<file path="src/rtl/pipe_ctrl_pkg.sv">
// Shared constants for the pipeline hazard/stall controller.
package pipe_ctrl_pkg;

  localparam int unsigned MEM_TIMEOUT_DEF = 16;
  localparam int unsigned REG_W           = 5;
  localparam int unsigned STALL_W         = 16;
  localparam int unsigned STATE_W         = 2;

  localparam logic [REG_W-1:0] REG_ZERO = REG_W'(0);

  localparam logic [STATE_W-1:0] ST_RUN      = 2'd0;
  localparam logic [STATE_W-1:0] ST_MEM_WAIT = 2'd1;
  localparam logic [STATE_W-1:0] ST_ERR      = 2'd2;

endpackage

</file>
<file path="src/rtl/pipe_ctrl_hazard_detect.sv">
// Load-use comparator: a load in EX writes a register the ID instruction reads.
module hazard_detect
  import pipe_ctrl_pkg::*;
(
  input  logic             ex_memread,
  input  logic [REG_W-1:0] ex_wn,
  input  logic [REG_W-1:0] id_rs,
  input  logic [REG_W-1:0] id_rt,
  output logic             load_use_c
);

  // Register zero is hardwired, so a load targeting it never creates a hazard.
  assign load_use_c = ex_memread && (ex_wn != REG_ZERO) &&
                      ((ex_wn == id_rs) || (ex_wn == id_rt));

endmodule

</file>
<file path="src/rtl/pipe_ctrl.sv">
// Pipeline stall/flush controller: load-use bubbles, branch flushes, memory-wait
// freeze with timeout to a sticky error state, and a saturating stall counter.
module pipe_ctrl
  import pipe_ctrl_pkg::*;
#(
  parameter int unsigned MEM_TIMEOUT = MEM_TIMEOUT_DEF
) (
  input  logic               clk,
  input  logic               rst,
  input  logic [REG_W-1:0]   id_rs,
  input  logic [REG_W-1:0]   id_rt,
  input  logic               ex_memread,
  input  logic [REG_W-1:0]   ex_wn,
  input  logic               mem_req,
  input  logic               mem_ack,
  input  logic               br_taken,
  output logic               pc_en,
  output logic               ifid_en,
  output logic               idex_en,
  output logic               exmem_en,
  output logic               memwb_en,
  output logic               ifid_flush,
  output logic               idex_flush,
  output logic               memwb_bubble,
  output logic               mem_err,
  output logic [STALL_W-1:0] stall_cnt
);

  localparam int unsigned CNT_W = $clog2(MEM_TIMEOUT) + 1;
  localparam logic [CNT_W-1:0]   CNT_LAST  = CNT_W'(MEM_TIMEOUT - 1);
  localparam logic [STALL_W-1:0] STALL_MAX = {STALL_W{1'b1}};

  logic [STATE_W-1:0] state;
  logic [STATE_W-1:0] state_nxt;
  logic [CNT_W-1:0]   wait_cnt;
  logic [CNT_W-1:0]   wait_cnt_nxt;
  logic               load_use_c;
  logic               mem_miss_c;
  logic               run_c;
  logic               freeze_c;

  hazard_detect u_hazard_detect (
    .ex_memread (ex_memread),
    .ex_wn      (ex_wn),
    .id_rs      (id_rs),
    .id_rt      (id_rt),
    .load_use_c (load_use_c)
  );

  assign mem_miss_c = mem_req && !mem_ack;

  // State and memory-wait counter.
  always_ff @(posedge clk or negedge rst) begin
    if (!rst) begin
      state    <= ST_RUN;
      wait_cnt <= '0;
    end else begin
      state    <= state_nxt;
      wait_cnt <= wait_cnt_nxt;
    end
  end

  // Next state plus same-cycle decode of enables/flushes.
  always_comb begin
    state_nxt    = state;
    wait_cnt_nxt = wait_cnt;
    run_c        = 1'b0;
    freeze_c     = 1'b0;
    pc_en        = 1'b0;
    ifid_en      = 1'b0;
    idex_en      = 1'b0;
    exmem_en     = 1'b0;
    memwb_en     = 1'b0;
    ifid_flush   = 1'b0;
    idex_flush   = 1'b0;
    memwb_bubble = 1'b0;
    mem_err      = 1'b0;

    case (state)
      ST_RUN: begin
        if (mem_miss_c) begin
          freeze_c     = 1'b1;
          state_nxt    = ST_MEM_WAIT;
          wait_cnt_nxt = '0;
        end else begin
          run_c = 1'b1;
        end
      end
      ST_MEM_WAIT: begin
        // An ack on the timeout cycle still completes the access.
        if (mem_ack) begin
          run_c     = 1'b1;
          state_nxt = ST_RUN;
        end else begin
          freeze_c = 1'b1;
          if (wait_cnt == CNT_LAST) begin
            state_nxt = ST_ERR;
          end else begin
            wait_cnt_nxt = wait_cnt + CNT_W'(1);
          end
        end
      end
      ST_ERR: begin
        mem_err = 1'b1;
      end
      default: begin
        state_nxt = ST_RUN;
      end
    endcase

    if (freeze_c) begin
      memwb_en     = 1'b1;
      memwb_bubble = 1'b1;
    end

    // Branch flush outranks load-use: the stalled instruction is being discarded.
    if (run_c) begin
      exmem_en = 1'b1;
      memwb_en = 1'b1;
      idex_en  = 1'b1;
      if (br_taken) begin
        pc_en      = 1'b1;
        ifid_en    = 1'b1;
        ifid_flush = 1'b1;
        idex_flush = 1'b1;
      end else if (load_use_c) begin
        idex_flush = 1'b1;
      end else begin
        pc_en   = 1'b1;
        ifid_en = 1'b1;
      end
    end

    if (!rst) begin
      pc_en        = 1'b0;
      ifid_en      = 1'b0;
      idex_en      = 1'b0;
      exmem_en     = 1'b0;
      memwb_en     = 1'b0;
      ifid_flush   = 1'b0;
      idex_flush   = 1'b0;
      memwb_bubble = 1'b0;
    end
  end

  // Saturating count of cycles with the PC held.
  always_ff @(posedge clk or negedge rst) begin
    if (!rst) begin
      stall_cnt <= '0;
    end else if (!pc_en && (stall_cnt != STALL_MAX)) begin
      stall_cnt <= stall_cnt + STALL_W'(1);
    end
  end

endmodule
</file>
<file path="config.mk">
export PLATFORM = sky130hd
export DESIGN_NAME = pipe_ctrl
export DESIGN_NICKNAME = d
export VERILOG_FILES = /design/src/rtl/pipe_ctrl_pkg.sv /design/src/rtl/pipe_ctrl_hazard_detect.sv /design/src/rtl/pipe_ctrl.sv
export SDC_FILE = /design/constraint.sdc
export NUM_CORES = 1
export LEC_CHECK = 0
export BUFFER_PORTS_ARGS = -buffer_cell sky130_fd_sc_hd__buf_2
export CELL_PAD_IN_SITES_DETAIL_PLACEMENT = 0
export CELL_PAD_IN_SITES_GLOBAL_PLACEMENT = 1
export CORE_ASPECT_RATIO = 0.6
export CORE_MARGIN = 3
export CORE_UTILIZATION = 25
export DETAILED_ROUTE_END_ITERATION = 16
export GPL_TIMING_DRIVEN = 0
export PLACE_DENSITY_LB_ADDON = 0.1
export SYNTH_ARGS = -nofsm -noshare
export SYNTH_HDL_FRONTEND = slang
export SYNTH_SLANG_ARGS = --single-unit
</file>
<file path="constraint.sdc">
create_clock -name clk -period 2.9 [get_ports clk]
set_clock_uncertainty 0.2 [all_clocks]
set_input_delay 0.29 -clock clk [delete_from_list [all_inputs] [get_ports clk]]
set_output_delay 0.29 -clock clk [all_outputs]
set_load 0.02 [all_outputs]
</file>
# ---- Word level (Yosys, flattened, before mapping)
# Index checks and enable logic that the tools add are counted.
dict set report totals {
  regBits 23
  elab_cells 60
  in_bits 21
}
dict set report classes {
  muxes 32
  addsub 2
  eq_ne 10
  bitwise 1
  n_reduce_logical 12
}
# operator count
set ops {}
lappend ops {{2-to-1 mux 1 bit} 22}
lappend ops {{adder 16 x 1 -> 16 bit, second input constant} 1}
lappend ops {{inequality test 16 bit, second input constant} 1}
lappend ops {{2-to-1 mux 5 bit} 3}
lappend ops {{== test 5 bit} 2}
lappend ops {{case mux 5 bit (2 select lines)} 1}
lappend ops {{2-to-1 mux 2 bit} 3}
lappend ops {{inequality test 2 bit, second input constant} 3}
lappend ops {{case mux 2 bit (3 select lines)} 1}
lappend ops {{adder 5 x 1 -> 5 bit, second input constant} 1}
lappend ops {{== test 5 x 4 -> 1 bit, second input constant} 1}
lappend ops {{nonzero test 5 bit} 1}
lappend ops {{logical AND 1 bit} 4}
lappend ops {{case mux 1 bit (2 select lines)} 2}
lappend ops {{AND reduction 4 bit} 1}
lappend ops {{inequality test 3 bit, second input constant} 1}
lappend ops {{AND reduction 3 bit} 1}
lappend ops {{== test 2 x 1 -> 1 bit, second input constant} 1}
lappend ops {{== test 2 bit, second input constant} 1}
lappend ops {{zero test 1 bit} 2}
lappend ops {{zero test 2 bit} 1}
lappend ops {{nonzero test 2 bit} 1}
lappend ops {{logical OR 1 bit} 1}
lappend ops {{inverter 1 bit} 1}

# ---- Longest topological paths before layout
# Gate-level depths: netlist (run 1).
dict set report logic_depth {
  depth_word 9
  mapped_depth 7
  mapped_depth_nobuf 7
}

# ---- By module
# Synthesis (run 1) repeated with hierarchy kept, for this count alone.
dict set report hier_totals {
  cells_unflattened 137
  hier_area_um2 1386.3
}
# module n_inst cells_each area_per_inst_um2
set by_module_without_submodules {}
lappend by_module_without_submodules {pipe_ctrl 1 120 1261.2}
lappend by_module_without_submodules {hazard_detect 1 17 125.1}

# ---- Least setup slack after synthesis (run 1)
# OpenSTA, ideal clock, no wires.
dict set report synth_timing {
  path_kind {reg2out}
  start {register state[0]}
  end {output pc_en}
  setup_slack_ns 0.603
  arrival_time_ns 1.807
  path_buffers 2
  required_time_ns 2.410
  path_stages_with_launch 8
  cell_sequence {dfrtp_1 -> nor2_1 -> nor2_1 -> nor2_1 -> o31ai_4 -> buf_6 -> inv_1 -> buf_4}
}
dict set report synth_via {
  elab_chain_cells 4
}
# element line
set synth_lines {}
lappend synth_lines {{start, declared} pipe_ctrl.sv:33} ;# logic [STATE_W-1:0] state;
lappend synth_lines {{start signal, assigned} pipe_ctrl.sv:58} ;# state <= state_nxt;
lappend synth_lines {{== test 2 x 1 -> 1 bit or zero test 2 bit (tied branches)} pipe_ctrl.sv:79} ;# case (state)
lappend synth_lines {{case mux 1 bit (2 select lines) *} pipe_ctrl.sv:79}
lappend synth_lines {{2-to-1 mux 1 bit * (2 in series)} --}
lappend synth_lines {{end, declared} pipe_ctrl.sv:17} ;# output logic pc_en,
# Mark *: on every way between the ends. The rest lies on a longest branch, timed or not.

# ---- Worst setup path after layout (run 1)
dict set report layout_timing {
  start {input rst}
  end {output pc_en}
}
dict set report layout_via {
  elab_chain_cells 1
}
# element line
set layout_lines {}
lappend layout_lines {{start, declared} pipe_ctrl.sv:9} ;# input logic rst,
lappend layout_lines {{2-to-1 mux 1 bit} pipe_ctrl.sv:134} ;# if (!rst) begin
# No other way between the ends.

==> metrics.txt, run 1 <==
status=completed; hold path start=mem_ack; compound-gate portion of the synthesized area=approximately 9.1%; Worst Hold Class=in -> reg; layout cells sized above 1=34.97%; Die Width=101.6 µm; CTS Buffer Depth=2; CTS tree=done; RSZ-0062 raised after global routing=false; reg2reg setup slack=~0.76 ns; crit start category=input pin; headroom to the max-slew limit=between 60% and 70%; Slew @ Worst Pin=approximately 0.45 ns; simple-gate area share of the yosys netlist=between 20% and 30%; Avg Vias per Cell=around 4.6; FF+latch count, synth=23; Cell Count, Final, Fillers Out=~250; Critical Path RT=2.41 ns; Routed Antenna Nets=0; final hold viol count=0; r2r startpoint=stall_cnt[2]$_DFFE_PN0P_; CTS Sinks=23; commonest non-fill, non-tap cells in the layout=buf_2 (45), dfrtp_1 (23), xnor2_1 (14), xor2_1 (10); # rows=20; Pwr per Cell Area=between 500 and 600 nW/µm²; Placed Cells=between 200 and 250; clk root buf=clkbuf_8; nets=roughly 210; crit end category=output pin; post-layout min period=about 2.7 ns; routed wire length=between 3000 and 4000 µm; Initial Util=between 20% and 30%; pre-CTS setup slack=0.2679 ns; hold depth=3; CP Launch Point=rst; mux contribution to synthesized area=~1.9%; clock-pin slew on the worst setup and hold paths=roughly 0.080 ns; Hold Crit Endpoint=state[1]$_DFFE_PN0P_; core area=5180 µm²; leakage power=about 0.88 nW; maxcap violations=0; Chip Height=63.34 µm; Die ar.=approximately 6400 µm²; reg2reg path depth=6; clk_lat worst skew=approximately 0.26 ns; DRT iter0 DRCs=between 50 and 60; hpwl dp=about 2500 µm; largest net degree at the start of global routing=24; commonest non-fill, non-tap cell in the layout=buf_2; # setup viols final=0; fill cell count=between 500 and 600; Final Cell Area=1754 µm²; port bufs=45; Post CTS Setup Buffer Count=0; top fanout value on the critical path=10; Critical Path AT=2.19 ns; All-Layer GR Usage=10.75%; Max Fclk=373.6 MHz; Worst Slack Setup Final=around 0.22 ns; Placed Area=approximately 1700 µm²; FF-to-FF End=stall_cnt[1]$_DFFE_PN0P_; Final Cycle Share=92.29%; sequential share of the synthesized area=a little over two fifths; Resized Gates After CTS=0; cts bufs inserted=3; first-pass GRT wire length=5478 µm; XOR/XNOR Fraction of Synth Area=approximately 15%; Slew Viols, Final=0; Ys Warns=0; Area growth syn-to-layout=28.04%; setup_tns=0 ns; largest vdd supply drop=about 260 µV; Residual DRC=0; type of the worst setup path=in -> out; average wire per standard cell=12.86 µm; cells after synthesis=between 100 and 150; IO Pins=46; initial antenna violation count=0; H-tree depth=1; Post-Syn Area=between 1000 and 1500 µm²; number of global-route vias before repair=1146; Antenna diodes=0; Syn Area/Cell=slightly above 10 µm²; CTS Hold Bufs=2; vias=around 1100; GPL Wtd Cong=about 0.73; grt ovf=0; adder-cell share of the synthesized area=between 2 and 3%; post-synth net total=about 160; main combinational cell family by area after synthesis=simple AND/OR/NAND/NOR gates; First-pass DRT Iterations=4; Yosys cell types=37
==> layout make-up <==
class	count	area (µm²)	share of cell area, %
inverter	7	26.28	1.498
clock buffer	3	41.29	2.354
clock inverter	1	5.005	0.2853
tap	66	82.58	4.708
buffer	4	37.54	2.140
multi-input combinational	98	730.7	41.65
timing repair buffer	47	255.2	14.55
sequential	23	575.6	32.81
==> per-stage QoR <==
step	power (mW)	util, %	hold slack, ns
after floorplan	0.6474	-	-0.2056
after global placement	0.7660	32.39	0.1129
after detailed placement	0.7686	32.39	0.1212
after CTS	0.9816	33.86	0.1365
after global routing	1.039	33.86	0.1832
final	0.9615	33.86	0.1560
==> kinds of logic after synthesis <==
logic type	Yosys count
xor gates and xnor gates	24
and+or+nand+nor	54
adders and majority gates	3
muxes	2
DFF	23
buffers and inverters	11
AOI/OAI and AO/OA	15
==> registers in the layout, indices dropped and copies added, names as in the netlist <==
| name | count |
|---|---|
| stall_cnt | 16 |
| wait_cnt | 5 |
| state | 2 |
==> synthesized netlist by cell type, drive strengths merged <==
library cell	count	share of area, %
dfrtp	23	42
xnor2	14	8.9
xor2	10	6.4
and3	8	3.7
nand3	8	3.7
nand4	8	4.1
nor2	8	2.2
inv	7	1.9
o21ai	5	2.1
buf	4	2.7
nand2	4	1.3
nor3	4	2.2
a21o	3	1.6
ha	3	2.7
nand2b	3	1.4
a22o	2	1.3
and2	2	0.91
mux2	2	1.9
nand4b	2	1.3
nor2b	2	0.91
o31ai	2	2.1
a22oi	1	0.91
and4	1	0.64
nand3b	1	0.55
nor4	1	0.46
o21a	1	0.55
o21bai	1	0.55
or3	1	0.46
or4	1	0.55
==> critical path, stage by stage <==
cell           delay [ns]
dlygate4sd3_1        0.52
buf_2                0.16
nand2b_1             0.10
nor2_1               0.38
o31ai_4              0.22
buf_6                0.20
inv_1                0.06
buf_4                0.09
buf_2                0.15
==> worst max path at each step <==
stage                     endpoint  cells after the start
after global placement       pc_en                      8
after CTS                    pc_en                      9
after global routing         pc_en                      9
after floorplan              pc_en                      7
after detailed placement     pc_en                      8
final                        pc_en                      9
==> report_power, final <==
part	switching (mW)	total (mW)	internal, mW
Clock	0.102	0.198	0.0959
Sequential	0.0620	0.441	0.379
Combinational	0.183	0.322	0.139
Total	0.348	0.962	0.614
==> routing by layer <==
metal / GRT usage [%] / vias up / wire, µm
met3: 3.761 / 2 / 275
met4: 1.990 / 0 / 19
met5: 0 / - / 0
li1: - / 562 / -
met2: 14.74 / 46 / 1219
met1: 16.16 / 533 / 1687
Power figures use the tool's default switching activity.
==> run 2: changes to the inputs <==
--- a/config.mk
+++ b/config.mk
@@ -6,6 +6,7 @@
 export NUM_CORES = 1
 export LEC_CHECK = 0
 export BUFFER_PORTS_ARGS = -buffer_cell sky130_fd_sc_hd__buf_2
+export CAP_MARGIN = 40
 export CELL_PAD_IN_SITES_DETAIL_PLACEMENT = 0
 export CELL_PAD_IN_SITES_GLOBAL_PLACEMENT = 1
 export CORE_ASPECT_RATIO = 0.6
==> constraint.sdc (replaced) <==
create_clock -name clk -period 2.9 [get_ports clk]
set_clock_uncertainty 0.2 [all_clocks]
set_input_delay 0.145 -clock clk [delete_from_list [all_inputs] [get_ports clk]]
set_output_delay 0.145 -clock clk [all_outputs]
set_load 0.02 [all_outputs]
==> run 2 against run 1 <==
  * Clock-buffer cell count unchanged
  * Worst hold slack worse by 0.027 ns
  * Power up 0.15%
  * Sequential power about the same
  * Via count up 0.79%
  * Wire length up 0.94%
  * Combinational power about the same
  * Fmax up 12%
  * Sequential cell count unchanged
  * Worst setup slack better by 0.28 ns
==> metrics.txt, run 2 (synthesis gave the netlist of run 1 again) <==
CTS Sinks=23 (unchanged); cts bufs inserted=3 (unchanged); Chip Height=63.34 µm (unchanged); maxcap violations=0 (unchanged); Avg Vias per Cell=4.608 (+0.38%); GPL Wtd Cong=0.7315 (unchanged); sequential share of power=45.8% (about the same); top flop regs=stall_cnt (16), wait_cnt (5), state (2); core area=5180 µm² (unchanged); clk_lat worst skew=0.26 ns (about the same); crit start category=input pin; status=completed; nets=209 (+0.48%); CTS Buffer Depth=2 (unchanged); commonest non-fill, non-tap cell in the layout=buf_2; CTS Hold Bufs=3 (+1); clk root buf=clkbuf_8; leakage power=0.8794 nW (+0.48%); layout cells sized above 1=34.78% (-0.19 points); H-tree depth=1 (unchanged); Largest Register=stall_cnt; routed wire length=3232 µm (+0.94%); Comb pwr share=33.5% (about the same); Clock power frac=20.7% (about the same); Area growth syn-to-layout=28.77%; Die ar.=6433 µm² (unchanged); grt ovf=0 (unchanged); Antenna diodes=0 (unchanged); Placed Area=1678 µm² (unchanged); Resized Gates After CTS=0 (unchanged); number of global-route vias before repair=1152 (+0.52%); port bufs=45 (unchanged); vias=1152 (+0.79%); Max Fclk=417.4 MHz (+12%); Internal Power=0.6147 mW (+0.14%); P_sw=0.3483 mW (+0.18%); headroom to the max-slew limit=68.85% (-0.85 points); Slew Viols, Final=0 (unchanged); reg2reg setup slack=0.77 ns (about the same); Worst Hold Class=in -> reg; Pwr per Cell Area=545.9 nW/µm² (-0.41%); IO Pins=46 (unchanged); DRT iter0 DRCs=54 (-1.8%); largest vdd supply drop=255.4 µV (-0.34%); clock-pin slew on the worst setup and hold paths=0.08 ns (about the same); type of the worst setup path=in -> out; # setup viols final=0 (unchanged); Die Width=101.6 µm (unchanged); First-pass DRT Iterations=4 (unchanged); hpwl dp=2475 µm (unchanged); Routed Antenna Nets=0 (unchanged); CTS tree=done; All-Layer GR Usage=10.82% (+0.069 points); Final Cycle Share=82.61% (-9.7 points); largest net degree at the start of global routing=24 (unchanged); first-pass GRT wire length=5513 µm (+0.64%); post-layout min period=2.396 ns (-0.2806 ns); Post CTS Setup Buffer Count=0 (unchanged); Largest register FFs=16 (unchanged); Critical Path RT=2.56 ns (+0.15 ns); Residual DRC=0 (unchanged); final hold viol count=0 (unchanged); top fanout value on the critical path=10 (unchanged); # rows=20 (unchanged); Initial Util=26.45% (unchanged); RSZ-0062 raised after global routing=false; setup_tns=0 ns (unchanged); commonest non-fill, non-tap cells in the layout=buf_2 (45), dfrtp_1 (23), xnor2_1 (14), xor2_1 (10); Final Cell Area=1764 µm² (+0.57%); Sw Share=36.17% (about the same); Slew @ Worst Pin=0.4673 ns (+0.01448 ns); crit end category=output pin; Critical Path AT=2.05 ns (-0.14 ns); average wire per standard cell=12.93 µm (+0.53%); initial antenna violation count=0 (unchanged)
run 2: final timing paths:
| check | from | endpoint | cells past startpoint |
|---|---|---|---|
| setup / recovery | rst | pc_en | 9 |
| hold / removal | br_taken | stall_cnt[0]$_DFFE_PN0P_ | 4 |
| setup reg to reg | stall_cnt[2]$_DFFE_PN0P_ | stall_cnt[1]$_DFFE_PN0P_ | 6 |
| hold reg to reg | stall_cnt[6]$_DFFE_PN0P_ | stall_cnt[6]$_DFFE_PN0P_ | 1 |
| max in group asynchronous | rst | wait_cnt[0]$_DFFE_PN0P_ | 3 |
| min in group asynchronous | rst | stall_cnt[12]$_DFFE_PN0P_ | 3 |
run 2: area by class of cell:
type	count	area (µm²)
Sequential cell	23	575.6
Buffer	4	37.54
Multi-Input combinational cell	98	730.7
Clock inverter	1	5.005
Fill cell	539	3416
Clock buffer	3	41.29
Timing Repair Buffer	48	265.3
Inverter	7	26.28
Tap cell	66	82.58
run 2: critical path: stages:
cell and delay [ns]:
dlygate4sd3_1 0.52, buf_2 0.17, nand2b_1 0.10, nor2_1 0.38
o31ai_4 0.23, buf_6 0.20, inv_1 0.06, buf_4 0.09
buf_2 0.15
run 2: power by group through the flow:
| stage | combinational (mW) | sequential [mW] | clock (mW) |
|---|---|---|---|
| 2_1_floorplan | 0.153 | 0.495 | 0 |
| 3_3_place_gp | 0.317 | 0.449 | 0 |
| 3_5_place_dp | 0.321 | 0.448 | 0 |
| 4_1_cts | 0.328 | 0.444 | 0.211 |
| 5_1_grt | 0.360 | 0.457 | 0.223 |
| 6_report | 0.322 | 0.441 | 0.199 |
run 2: metal layers:
metal	global-route usage [%]	vias up	share of wire (%)
met3	3.761	2	8.4
met2	14.90	48	38
met4	1.990	0	0.59
li1	-	564	-
met1	16.23	538	53
met5	0	-	0
run 2: metrics by stage:
stage | worst slack [ns] | cells | hold slack, ns | util (%) | total power [mW]
floorplan | 0.7479 | 132 | -0.3506 | - | 0.6474
global placement | 0.6117 | 243 | -0.03211 | 32.39 | 0.7660
detailed placement | 0.5579 | 243 | -0.02384 | 32.39 | 0.7686
CTS | 0.4374 | 250 | 0.1259 | 34.06 | 0.9827
global route | 0.3416 | 250 | 0.1386 | 34.06 | 1.040
finish | 0.5042 | 250 | 0.1287 | 34.06 | 0.9630
